<file path="config.mk">
export PLATFORM = sky130hd
export DESIGN_NAME = ac_store_buffer_flat
export DESIGN_NICKNAME = d
export VERILOG_FILES = /design/src/rtl/ac_store_buffer_pkg.sv /design/src/rtl/ac_store_buffer_if.sv /design/src/rtl/ac_store_buffer_store_fifo_mem.sv /design/src/rtl/ac_store_buffer.sv /design/src/flat_wrapper.sv
export SDC_FILE = /design/constraint.sdc
export NUM_CORES = 1
export LEC_CHECK = 0
export ABC_AREA = 1
export BUFFER_PORTS_ARGS = -buffer_cell sky130_fd_sc_hd__buf_4
export CORE_AREA = 2 2 163 165
export DETAILED_ROUTE_END_ITERATION = 6
export DIE_AREA = 0 0 165 167
export PLACE_DENSITY_LB_ADDON = 0.1
export SETUP_SLACK_MARGIN = 0.1
export SYNTH_ARGS = -nofsm -noshare
export SYNTH_HDL_FRONTEND = slang
export SYNTH_SLANG_ARGS = --single-unit
</file>
<file path="constraint.sdc">
create_clock -name clk -period 4.5 [get_ports clk]
set_clock_uncertainty 0.2 [all_clocks]
set_input_delay 0.9 -clock clk [delete_from_list [all_inputs] [get_ports clk]]
set_output_delay 0.9 -clock clk [all_outputs]
set_load 0.02 [all_outputs]
</file>
<file path="src/rtl/ac_store_buffer_pkg.sv">
// Shared definitions for the accumulator store buffer: default datapath
// widths (shared with the AC/AR registers) and the drain FSM state encoding.
package ac_store_buffer_pkg;

  localparam int WORD_SIZE_DEF  = 24;
  localparam int ADDR_WIDTH_DEF = 16;
  localparam int DEPTH_DEF      = 4;

  // Drain FSM: IDLE looks for a pending entry, WRITE holds the strobe until ack.
  typedef enum logic {
    IDLE  = 1'b0,
    WRITE = 1'b1
  } sb_state_t;

endpackage

</file>
<file path="src/rtl/ac_store_buffer_if.sv">
// Store-request and data-memory write bus of the accumulator store buffer.
//
// Handshakes:
//  - Store side: a store transfers at a rising edge where st_valid & st_ready.
//    st_ready depends only on buffer occupancy, never on st_valid.
//  - Memory side: mem_we rises with mem_addr/mem_data already valid; all three
//    hold until an edge with mem_ack=1, which retires the write. mem_ack is
//    ignored while mem_we=0.
// master = control unit / memory model side, slave = the store buffer.
interface ac_store_buffer_if
  import ac_store_buffer_pkg::*;
#(
  parameter int WORD_SIZE  = WORD_SIZE_DEF,
  parameter int ADDR_WIDTH = ADDR_WIDTH_DEF
);

  logic                  st_valid;
  logic                  st_ready;
  logic [WORD_SIZE-1:0]  st_data;
  logic [ADDR_WIDTH-1:0] st_addr;
  logic                  mem_we;
  logic [ADDR_WIDTH-1:0] mem_addr;
  logic [WORD_SIZE-1:0]  mem_data;
  logic                  mem_ack;

  modport master (
    output st_valid, st_data, st_addr, mem_ack,
    input  st_ready, mem_we, mem_addr, mem_data
  );

  modport slave (
    input  st_valid, st_data, st_addr, mem_ack,
    output st_ready, mem_we, mem_addr, mem_data
  );

endinterface

</file>
<file path="src/rtl/ac_store_buffer_store_fifo_mem.sv">
// Store FIFO register file: DEPTH entries of {addr, data}, one synchronous
// write port and one combinational read port. With STORE_FWD_EN defined the
// whole array is also exported so the top can run the forwarding compare.
module ac_store_buffer_store_fifo_mem
  import ac_store_buffer_pkg::*;
#(
  parameter  int DEPTH = DEPTH_DEF,
  parameter  int W     = ADDR_WIDTH_DEF + WORD_SIZE_DEF,
  localparam int AW    = $clog2(DEPTH)
) (
  input  logic                    clk,
  input  logic                    we,
  input  logic [AW-1:0]           waddr,
  input  logic [W-1:0]            wdata,
  input  logic [AW-1:0]           raddr,
  output logic [W-1:0]            rdata
`ifdef STORE_FWD_EN
  ,
  output logic [DEPTH-1:0][W-1:0] entries
`endif
);

  logic [DEPTH-1:0][W-1:0] mem;

  // Entry contents carry no reset: occupancy is tracked by the top's count.
  always_ff @(posedge clk) begin
    if (we) mem[waddr] <= wdata;
  end

  assign rdata = mem[raddr];

`ifdef STORE_FWD_EN
  assign entries = mem;
`endif

endmodule

</file>
<file path="src/rtl/ac_store_buffer.sv">
// Accumulator store buffer: queues {AR, AC} store requests and drains them in
// order to data memory over a we/ack handshake, one write every two cycles.
// Optional feature macro: STORE_FWD_EN adds ld_addr/fwd_hit/fwd_data so AC
// loads can see stores that have not yet retired to memory.
module ac_store_buffer
  import ac_store_buffer_pkg::*;
#(
  parameter  int WORD_SIZE  = WORD_SIZE_DEF,
  parameter  int ADDR_WIDTH = ADDR_WIDTH_DEF,
  parameter  int DEPTH      = DEPTH_DEF,
  localparam int PW         = $clog2(DEPTH),
  localparam int CW         = PW + 1
) (
  input  logic                  clk,
  input  logic                  rst,
  ac_store_buffer_if.slave      bus,
  output logic                  empty,
  output logic [CW-1:0]         count,
  output sb_state_t             dbg_state
`ifdef STORE_FWD_EN
  ,
  input  logic [ADDR_WIDTH-1:0] ld_addr,
  output logic                  fwd_hit,
  output logic [WORD_SIZE-1:0]  fwd_data
`endif
);

  localparam int EW = ADDR_WIDTH + WORD_SIZE;

  logic [PW-1:0] wr_ptr;
  logic [PW-1:0] rd_ptr;
  logic [EW-1:0] head;
  sb_state_t     state;
  logic          push;
  logic          pop;

  // A full buffer refuses pushes even when the head retires on the same edge.
  assign bus.st_ready = (count != CW'(DEPTH));
  assign push         = bus.st_valid & bus.st_ready;
  assign pop          = (state == WRITE) & bus.mem_ack;
  assign empty        = (count == '0) & (state == IDLE);
  assign dbg_state    = state;

`ifdef STORE_FWD_EN
  logic [DEPTH-1:0][EW-1:0] entries;
  logic [PW-1:0]            fwd_idx;
`endif

  ac_store_buffer_store_fifo_mem #(
    .DEPTH (DEPTH),
    .W     (EW)
  ) u_store_fifo_mem (
    .clk   (clk),
    .we    (push),
    .waddr (wr_ptr),
    .wdata ({bus.st_addr, bus.st_data}),
    .raddr (rd_ptr),
    .rdata (head)
`ifdef STORE_FWD_EN
    ,
    .entries (entries)
`endif
  );

  // Pointers and occupancy: push and pop on the same edge leave count unchanged.
  always_ff @(posedge clk) begin
    if (!rst) begin
      wr_ptr <= '0;
      rd_ptr <= '0;
      count  <= '0;
    end else begin
      if (push) wr_ptr <= wr_ptr + PW'(1);
      if (pop)  rd_ptr <= rd_ptr + PW'(1);
      count <= count + CW'(push) - CW'(pop);
    end
  end

  // Drain FSM with registered write strobe, address and data.
  always_ff @(posedge clk) begin
    if (!rst) begin
      state        <= IDLE;
      bus.mem_we   <= 1'b0;
      bus.mem_addr <= '0;
      bus.mem_data <= '0;
    end else begin
      case (state)
        IDLE: begin
          if (count != '0) begin
            state                        <= WRITE;
            bus.mem_we                   <= 1'b1;
            {bus.mem_addr, bus.mem_data} <= head;
          end
        end
        WRITE: begin
          if (bus.mem_ack) begin
            state      <= IDLE;
            bus.mem_we <= 1'b0;
          end
        end
        default: begin
          state      <= IDLE;
          bus.mem_we <= 1'b0;
        end
      endcase
    end
  end

`ifdef STORE_FWD_EN
  // Scan occupied entries oldest to youngest so the youngest match wins.
  always_comb begin
    fwd_hit  = 1'b0;
    fwd_data = '0;
    fwd_idx  = '0;
    for (int i = 0; i < DEPTH; i++) begin
      fwd_idx = rd_ptr + PW'(i);
      if ((CW'(i) < count) && (entries[fwd_idx][EW-1 -: ADDR_WIDTH] == ld_addr)) begin
        fwd_hit  = 1'b1;
        fwd_data = entries[fwd_idx][WORD_SIZE-1:0];
      end
    end
  end
`endif

endmodule

</file>
<file path="src/flat_wrapper.sv">
// flat-port wrapper written by rule: the top's interface ports become plain ports
module ac_store_buffer_flat import ac_store_buffer_pkg::*;
#(
  parameter  int WORD_SIZE  = WORD_SIZE_DEF,
  parameter  int ADDR_WIDTH = ADDR_WIDTH_DEF,
  parameter  int DEPTH      = DEPTH_DEF,
  localparam int PW         = $clog2(DEPTH),
  localparam int CW         = PW + 1
)
  (clk, rst, empty, count, dbg_state, bus_st_valid, bus_st_data, bus_st_addr, bus_mem_ack, bus_st_ready, bus_mem_we, bus_mem_addr, bus_mem_data);
  ac_store_buffer_if #(.WORD_SIZE(WORD_SIZE), .ADDR_WIDTH(ADDR_WIDTH)) bus_i ();
  input  logic clk;
  input  logic rst;
  output logic empty;
  output logic [CW-1:0] count;
  output sb_state_t dbg_state;
  input wire logic [$bits(bus_i.st_valid)-1:0] bus_st_valid;
  input wire logic [$bits(bus_i.st_data)-1:0] bus_st_data;
  input wire logic [$bits(bus_i.st_addr)-1:0] bus_st_addr;
  input wire logic [$bits(bus_i.mem_ack)-1:0] bus_mem_ack;
  output wire logic [$bits(bus_i.st_ready)-1:0] bus_st_ready;
  output wire logic [$bits(bus_i.mem_we)-1:0] bus_mem_we;
  output wire logic [$bits(bus_i.mem_addr)-1:0] bus_mem_addr;
  output wire logic [$bits(bus_i.mem_data)-1:0] bus_mem_data;
  assign bus_i.st_valid = bus_st_valid;
  assign bus_i.st_data = bus_st_data;
  assign bus_i.st_addr = bus_st_addr;
  assign bus_i.mem_ack = bus_mem_ack;
  assign bus_st_ready = bus_i.st_ready;
  assign bus_mem_we = bus_i.mem_we;
  assign bus_mem_addr = bus_i.mem_addr;
  assign bus_mem_data = bus_i.mem_data;
  ac_store_buffer #(.WORD_SIZE(WORD_SIZE), .ADDR_WIDTH(ADDR_WIDTH), .DEPTH(DEPTH)) u_core (.clk(clk), .rst(rst), .bus(bus_i), .empty(empty), .count(count), .dbg_state(dbg_state));
endmodule
</file>
### Yosys cells after proc, flatten, opt, wreduce, memory -nomap -nowiden

Index checks and enable logic that the tools add are counted.

| storage, ports and cells | value |
|---|---|
| flip-flop bits (word level) | 209 |
| input port bits | 44 |
| output and inout bits | 47 |
| word-level logic and storage cells | 41 |

| cells by class | value |
|---|---|
| add/sub/neg operators | 4 |
| magnitude comparators | 3 |
| equal/unequal tests | 3 |
| muxes and demuxes | 11 |
| bitwise operators | 4 |
| reductions and logical operators | 5 |

Operators by type and width:

| cell | number |
|---|---|
| 160-bit bitwise mux | 1 |
| 40-bit binary-select mux with 2-bit select | 1 |
| 40-bit demux with 2-bit select | 1 |
| 40-bit two-way mux | 2 |
| 2-bit by 3-bit < comparator with 1-bit output, second input constant | 2 |
| 2-bit by 1-bit adder with 2-bit output, second input constant | 2 |
| 1-bit two-way mux | 4 |
| 2-bit inequality test, second input constant | 2 |
| 1-bit case mux with 2 select lines | 2 |
| 2-bit AND reduction | 2 |
| 3-bit by 1-bit adder with 3-bit output | 1 |
| 1-bit bitwise AND | 3 |
| 3-bit logical NOT | 1 |
| 3-bit inequality test, second input constant | 1 |
| 3-bit nonzero test | 1 |
| 3-bit by 1-bit subtractor with 3-bit output | 1 |
| 2-bit by 1-bit >= comparator with 1-bit output, second input constant | 1 |
| 1-bit logical AND | 1 |
| 1-bit NOT | 1 |

### Depth between registers and ports, before layout

Gate-level depths: netlist of the first run.

| depth | value |
|---|---|
| word-level depth | 5 |
| mapped depth | 10 |
| depth with buffers taken out | 10 |

### Cells and area by module

Synthesis of the first run repeated with hierarchy kept, for this count alone.

| unflattened totals | value |
|---|---|
| cells, all modules | 871 |
| area total of the unflattened synthesis | 8957.3 µm² |

Modules (own cells, without submodules):

| module | instances | cells an instance | area each (µm²) | seq. area each (µm²) |
|---|---|---|---|---|
| ac_store_buffer_store_fifo_mem | 1 | 635 | 6782.8 | 4804.6 |
| ac_store_buffer | 1 | 236 | 2174.6 | 980.9 |

### Least setup slack after synthesis of the first run

OpenSTA, ideal clock, no wires.

| path | value |
|---|---|
| path kind | input port to flip-flop |
| from | input port bus_st_valid |
| to | register u_core.u_store_fifo_mem.mem[0] (netlist name), enable pin |
| setup time | 0.437 ns |
| data arrival time | 2.691 ns |
| data required time | 3.863 ns |
| path slack | 1.172 ns |
| stages | 2 |
| path buffers | 0 |
| cell sequence | nand2_2 nor2_1 |

| between the ends | value |
|---|---|
| word-level cells in the longest chain between the ends | 1 |

RTL lines:

| element | line | text |
|---|---|---|
| from (decl) | flat_wrapper.sv:17 | `input wire logic [$bits(bus_i.st_valid)-1:0] bus_st_valid;` |
| 1-bit bitwise AND | ac_store_buffer.sv:39 | `assign push = bus.st_valid & bus.st_ready;` |
| to (signal, indexed assignment) | ac_store_buffer_store_fifo_mem.sv:27 | `if (we) mem[waddr] <= wdata;` |
| to (decl) | ac_store_buffer_store_fifo_mem.sv:23 | `logic [DEPTH-1:0][W-1:0] mem;` |

No other way between the ends.
A chain may end at the register's enable or synchronous reset.

### Final worst setup path of the first run

| path | value |
|---|---|
| from | register u_core.count[1] |
| to | output port empty |

| between the ends | value |
|---|---|
| word-level cells in the longest chain between the ends | 2 |

RTL lines:

| element | line | text |
|---|---|---|
| from (decl) | ac_store_buffer.sv:18 | `output logic [CW-1:0] count,` |
| from (signal assigned) | ac_store_buffer.sv:74 | `count <= count + CW'(push) - CW'(pop);` |
| 3-bit logical NOT | ac_store_buffer.sv:41 | `assign empty = (count == '0) & (state == IDLE);` |
| 1-bit bitwise AND | ac_store_buffer.sv:41 |  |
| to (decl) | flat_wrapper.sv:14 | `output logic empty;` |

No other way between the ends.

==> results of run 1 <==
## layout by cell type, fill, tap and decap left out, types with 3 or more instances in the layout
master	instances
clkbuf_1	5
dfxtp_1	47
a21oi_1	3
ha_1	6
nand3_1	81
buf_4	98
inv_1	218
clkinv_2	5
nor2_4	4
nand2_1	288
nor2_1	88
clkbuf_16	25
edfxtp_1	160
clkinv_1	5
## final timing paths
check                    startpoint                                to  slack [ns]  cells past startpoint
setup / recovery    u_core.count[1]                             empty        2.04                      4
hold / removal    u_core.bus.mem_we                 u_core.bus.mem_we        0.25                      2
hold reg to reg   u_core.bus.mem_we                 u_core.bus.mem_we        0.25                      2
setup reg to reg    u_core.count[1]  u_core.u_store_fifo_mem.mem[123]        2.16                      5
## tightest hold or removal path, delay by kind of cell (launching register included)
family	cells	cell delay, ns
flops	1	0.31
compound gates	1	0.05
buf+inv	1	0.04
## final cells by class
type                            count  area share (%)
Clock inverter                     12           0.782
Sequential cell                   209            54.8
Tap cell                          335            3.97
Inverter                          221            7.88
Clock buffer                       32            6.36
Timing Repair Buffer               98            6.97
Multi-Input combinational cell    479            19.2
## metal layers
layer / GRT usage [%] / part of all wire (%) / vias to the layer above
met2: 23.9 / 47 / 90
met4: 3.82 / 2.3 / 0
li1: - / - / 3039
met3: 2.67 / 4.1 / 32
met1: 18.7 / 46 / 2586
met5: 0 / 0 / -
## kinds of logic (layout without fill, tap and decap cells)
family / after synthesis / in the layout / synth area share (%)
AND/OR/NAND/NOR: 465 / 465 / 21.0
adder cells (fa/ha/maj): 7 / 7 / 1.07
XOR/XNOR: 1 / 1 / 0.0988
AO/OA/AOI/OAI: 6 / 6 / 0.395
flip-flops: 209 / 209 / 65.2
buffers and inverters: 260 / 363 / 12.2
## where the power goes
part / internal [mW] / switching [mW] / total (mW)
Clock: 1.10 / 0.760 / 1.86
Sequential: 2.45 / 0.136 / 2.59
Combinational: 0.664 / 1.25 / 1.91
## flip-flops by register name, summed over array words and instances, names as in the netlist
register,flops
u_core.u_store_fifo_mem.mem,160
u_core.bus.mem_data,24
u_core.bus.mem_addr,16
u_core.count,3
u_core.rd_ptr,2
u_core.wr_ptr,2
u_core.bus.mem_we,1
u_core.dbg_state,1
## through the flow
stage               cell area (µm²)  std cells
floorplan                      8870        948
global placement               9810       1342
detailed placement             9810       1342
CTS                           10600       1386
global route                  10600       1386
finish                        10600       1386
==> impl_metrics.csv, run 1 <==
group,metric,value,unit
timing,setup_viol,0,
floorplan,dieArea,0.0276,mm²
worst_setup_path,crit_arrival,1.36,ns
clock_network,ctsHtreeMaxLevel,1,
finish,finish.utilization,41.0,%
finish,fin_nets,1084,
floorplan,ios,91,
finish,seqCellArea,0.00579,mm²
placed_design,place_congestion,0.675,
clock_network,insertion_delay,0.51,ns
worst_setup_path,path_buf_inv,1,
logic_synthesis,synth_common_cells,"288 x nand2_1, 218 x inv_1, 160 x edfxtp_1",
timing,layout_setup_ws,2.04,ns
logic_synthesis,ys_warn_count,0,
power_and_ir_drop,ir_drop,0.704,mV
clock_network,cts_root_buf,"clkbuf_16",
global_routing,grtUsageTotal,14.2,%
worst_setup_path,slowest_delay,0.35,ns
drt,drt-total-wl,19.0,mm
global_routing,grt_pass1_vias,5656,
logic_synthesis,synth-seq-area-share,65.2,%
finish,syn2layout_area_growth,19.1,%
logic_synthesis,synth_seq_cells,209,
floorplan,dieHeight,167,µm
clock_network,clock-sinks,209,
logic_synthesis,synth.area.top_cells,"edfxtp_1 54%, nand2_1 12%, dfxtp_1 11%, inv_1 9.2%, nand3_1 4.6%",
clock_network,cts_setup_buffers,0,
logic_synthesis,synth.avg_cell_area,9.35,µm²
worst_setup_path,crit_top_cell,"nor2_1",
timing,rsz0062_at_grt,"false",
global_routing,overflow,0,
placed_design,portBuffers,90,
global_routing,grt_antenna_before_repair,0,
floorplan,core,0.0258,mm²
drt,vias_per_cell,4.15,
floorplan,fp-row-count,59,
power_and_ir_drop,p_per_area,602,mW/mm²
drt,drtIter0Drc,288,
clock_network,clk_path_buf_depth,3,
clock_network,hold_buffers,0,
drt,antenna_left,0,
clock_network,cts_resized,0,
timing,period_needed,2.46,ns
timing,tns,0,ns
drt,routedWlPerCell,13.7,µm
timing,timing.hold.ws,0.248,ns
logic_synthesis,netlist_area,0.00887,mm²
worst_setup_path,crit_chain,"nor2_1 > nand2_2 > nor2_1 > buf_4",
drt,drc,0,
logic_synthesis,synth_nets,999,
flow_run,cap_viol_max_count,0,
clock_network,cts_tree,"built",
global_routing,grt_max_degree,82,
logic_synthesis,synth_top_area_cell,"edfxtp_1",
logic_synthesis,postSynthCellCount,948,
timing,slew-limit-headroom,36.3,%
worst_hold_path,hold_class,"reg2reg",
floorplan,start_util,34.4,%
logic_synthesis,synthArstFlopShare,0,%
placed_design,place_ws,1.71,ns
worst_setup_path,setup.worst_path.start_class,"register",
logic_synthesis,synth_edf_count,160,
drt,num_vias,5747,
status,status,"finished, final reports clean",
drt,dr.pass1.iters,4,
finish,fillers,2546,
finish,layout-drive-gt1-share,13.8,%
finish,antenna_cells,0,
worst_setup_path,path_delay_family,"flip-flops",
finish,multiInputGateArea,0.00203,mm²
timing,worstMarginPinSlew,0.955,ns
logic_synthesis,synth_top_area_share,54.2,%
floorplan,die_w,165,µm
global_routing,grt_pass1_wl,30.6,mm
worst_setup_path,critical_path_class,"reg2out",
power_and_ir_drop,power_leakage,4.97,nW
worst_setup_path,worstSetupEndpointType,"output pin",
worst_setup_path,required,3.40,ns
clock_network,cts_buffers,24,
placed_design,dpl.hpwl,10.6,mm
logic_synthesis,yosysMostFrequentCell,"nand2_1",
worst_setup_path,cpMaxStageDelayCell,"dfxtp_1",
worst_setup_path,worstPathMaxFanout,4,
timing,finalHoldViolations,0,
clock_network,path_clk_slew,0.06,ns
timing,fmax,407,MHz
power_and_ir_drop,power.total,6.36,mW
timing,post-route-period-util,54.6,%
timing,slew_viol_final,0,
logic_synthesis,synth_cell_types,22,
logic_synthesis,yosys_most_used_dff,"edfxtp_1",
No activity file was read; power rests on OpenSTA's default activity.
==> run 2: changes to the inputs <==
Settings changed: ABC_AREA 1 to 0, CORE_AREA 2 2 163 165 to 2 2 150 152, DIE_AREA 0 0 165 167 to 0 0 152 154.
Clock period 4.5 ns to 2.3 ns, I/O delays scaled along.
==> impl_metrics.csv, run 2 <==
group,metric,value,unit
worst_setup_path,crit_end,"bus_st_ready",
drt,drtIter0Drc,133,
worst_setup_path,worstSetupEndpointType,"output pin",
placed_design,dpl.hpwl,8.43,mm
power_and_ir_drop,p_per_area,1190,mW/mm²
timing,layout_setup_ws,0.172,ns
worst_setup_path,rrSetupSlack,0.32,ns
timing,period_needed,2.13,ns
timing,worstMarginPinSlew,0.445,ns
worst_setup_path,reg2regPathDepth,7,
global_routing,grt_pass1_wl,23.8,mm
worst_setup_path,setup.worst_path.start_class,"register",
logic_synthesis,netlist_area,0.00751,mm²
clock_network,ctsHtreeMaxLevel,1,
drt,num_vias,3878,
finish,top_register,"u_core.u_store_fifo_mem.mem",
power_and_ir_drop,ir_drop,0.602,mV
timing,tns,0,ns
worst_hold_path,hold_class,"in2reg",
worst_setup_path,r2r_end,"u_core.count[1]",
floorplan,ios,91,
logic_synthesis,synth_cell_types,26,
timing,slew_viol_final,0,
status,status,"finished, final reports clean",
flow_run,cap_viol_max_count,0,
clock_network,insertion_delay,0.50,ns
worst_setup_path,critical_path_class,"reg2out",
finish,syn2layout_area_growth,31.3,%
finish,layout.cells.non_filler,807,
logic_synthesis,synth.avg_cell_area,21.2,µm²
logic_synthesis,yosys_most_used_dff,"edfxtp_1",
global_routing,grt_antenna_before_repair,0,
logic_synthesis,synth_seq_cells,209,
finish,largest_registers,"u_core.u_store_fifo_mem.mem (160), u_core.bus.mem_data (24), u_core.bus.mem_addr (16)",
clock_network,path_clk_slew,0.06,ns
logic_synthesis,synth_common_cells,"160 x edfxtp_1, 49 x dfxtp_1, 40 x a22o_1",
global_routing,grt_max_degree,41,
timing,slew-limit-headroom,70.1,%
finish,final_common_cell,"edfxtp_1",
logic_synthesis,synth_nets,405,
logic_synthesis,synth_top_area_cell,"edfxtp_1",
global_routing,overflow,0,
floorplan,dieArea,0.0234,mm²
clock_network,cts_tree,"built",
floorplan,fp-row-count,54,
clock_network,clk_path_buf_depth,3,
worst_setup_path,worstPathMaxFanout,7,
logic_synthesis,synth_top_area_share,64.0,%
power_and_ir_drop,power_leakage,3.54,nW
timing,finalHoldViolations,0,
drt,drt-total-wl,15.4,mm
drt,drc,0,
finish,layout.cells.most_common_list,"160 x edfxtp_1, 100 x buf_4, 47 x dfxtp_1, 41 x dlygate4sd3_1, 40 x a22o_1",
finish,fillers,1890,
placed_design,place_congestion,0.669,
clock_network,cts_buffers,24,
logic_synthesis,ys_warn_count,0,
logic_synthesis,yosysMostFrequentCell,"edfxtp_1",
logic_synthesis,synthArstFlopShare,0,%
worst_setup_path,required,1.64,ns
placed_design,portBuffers,90,
finish,antenna_cells,0,
global_routing,grt_pass1_vias,4111,
drt,vias_per_cell,4.81,
floorplan,dieHeight,154,µm
floorplan,die_w,152,µm
timing,fmax,470,MHz
timing,post-route-period-util,92.5,%
finish,fin_nets,560,
logic_synthesis,synth-seq-area-share,77.1,%
clock_network,cts_root_buf,"clkbuf_16",
global_routing,grtUsageTotal,13.2,%
floorplan,core,0.0217,mm²
clock_network,clock-sinks,209,
drt,routedWlPerCell,19.1,µm
timing,setup_viol,0,
logic_synthesis,postSynthCellCount,354,
logic_synthesis,synth_edf_count,160,
drt,antenna_left,0,
timing,rsz0062_at_grt,"true",
logic_synthesis,synth.area.top_cells,"edfxtp_1 64%, dfxtp_1 13%, mux4_2 11%, a22o_1 4.7%, buf_12 1.1%",
worst_setup_path,crit_arrival,1.47,ns
finish,largest_reg_flops,160,
placed_design,placed_cells,721,
worst_setup_path,worstReg2RegStart,"u_core.dbg_state",
worst_setup_path,startpoint,"u_core.count[2]",
finish,layout-drive-gt1-share,36.6,%
drt,dr.pass1.iters,4,
floorplan,start_util,34.6,%
power_and_ir_drop,power.total,11.7,mW
placed_design,place_ws,0.155,ns
run 2: kinds of logic after synthesis:
group	Yosys count	synth area share, %
adder cells (fa/ha/maj)	7	1.27
multiplexers	40	12.1
AO/OA/AOI/OAI	46	5.15
XOR/XNOR	4	0.467
flip-flops	209	77.1
AND/OR/NAND/NOR	20	1.38
buffers and inverters	28	2.57
run 2: routing by layer:
metal | track usage [%] | vias to the layer above | part of all wire (%)
met5 | 0 | - | 0
met4 | 4.18 | 0 | 2.6
met3 | 2.79 | 30 | 4.8
met2 | 22.9 | 97 | 50
met1 | 16.7 | 1988 | 43
li1 | - | 1763 | -
run 2: final cells by class:
cell class,instances,area (µm²),area share (%)
flip-flops and latches,209,5790,58.7
multi-input cells,117,1560,15.8
repair buffers,147,1280,13.0
clock buffers,33,708,7.18
well taps,280,350,3.55
clock inverters,11,134,1.36
inverters,10,37.5,0.381
run 2: worst min-delay path by stage:
stage                             from                 endpoint  slack [ns]  depth (start not counted)
6_report                  bus_st_valid         u_core.wr_ptr[0]        0.08                          3
5_1_grt                   bus_st_valid         u_core.wr_ptr[0]        0.08                          3
4_1_cts                   bus_st_valid         u_core.wr_ptr[1]        0.06                          3
3_5_place_dp   u_core.bus.mem_addr[11]  u_core.bus.mem_addr[11]        0.27                          1
3_3_place_gp    u_core.bus.mem_data[3]   u_core.bus.mem_data[3]        0.26                          1
2_1_floorplan         u_core.wr_ptr[0]         u_core.wr_ptr[0]        0.28                          2
run 2: worst max-delay path, cell delays in order, from the launching register on:
cell and delay (ns):
dfxtp_1 0.44, nor3b_4 0.23, inv_1 0.12, buf_4 0.18
run 2: repair_timing:
action / in CTS / in global routing
setup buffers: 0 / 1
hold buffers: 41 / 0
setup endpoints to repair: 1 / 2
cloned: 0 / 0
gates resized for setup: 2 / 1
endpoints found under the hold margin: 162 / 0
run 2: stage by stage:
stage	utilization, %	cell area (µm²)	hold WS, ns
floorplan	-	7510	0.284
global placement	39.6	8580	0.262
detailed placement	39.6	8580	0.267
CTS	45.4	9850	0.0579
global route	45.5	9860	0.0797
finish	45.5	9860	0.0756
run 2: power breakdown:
group	internal, mW	switching (mW)
logic	1.32	1.43
registers	4.69	0.343
clock network	2.49	1.45
total	8.51	3.21
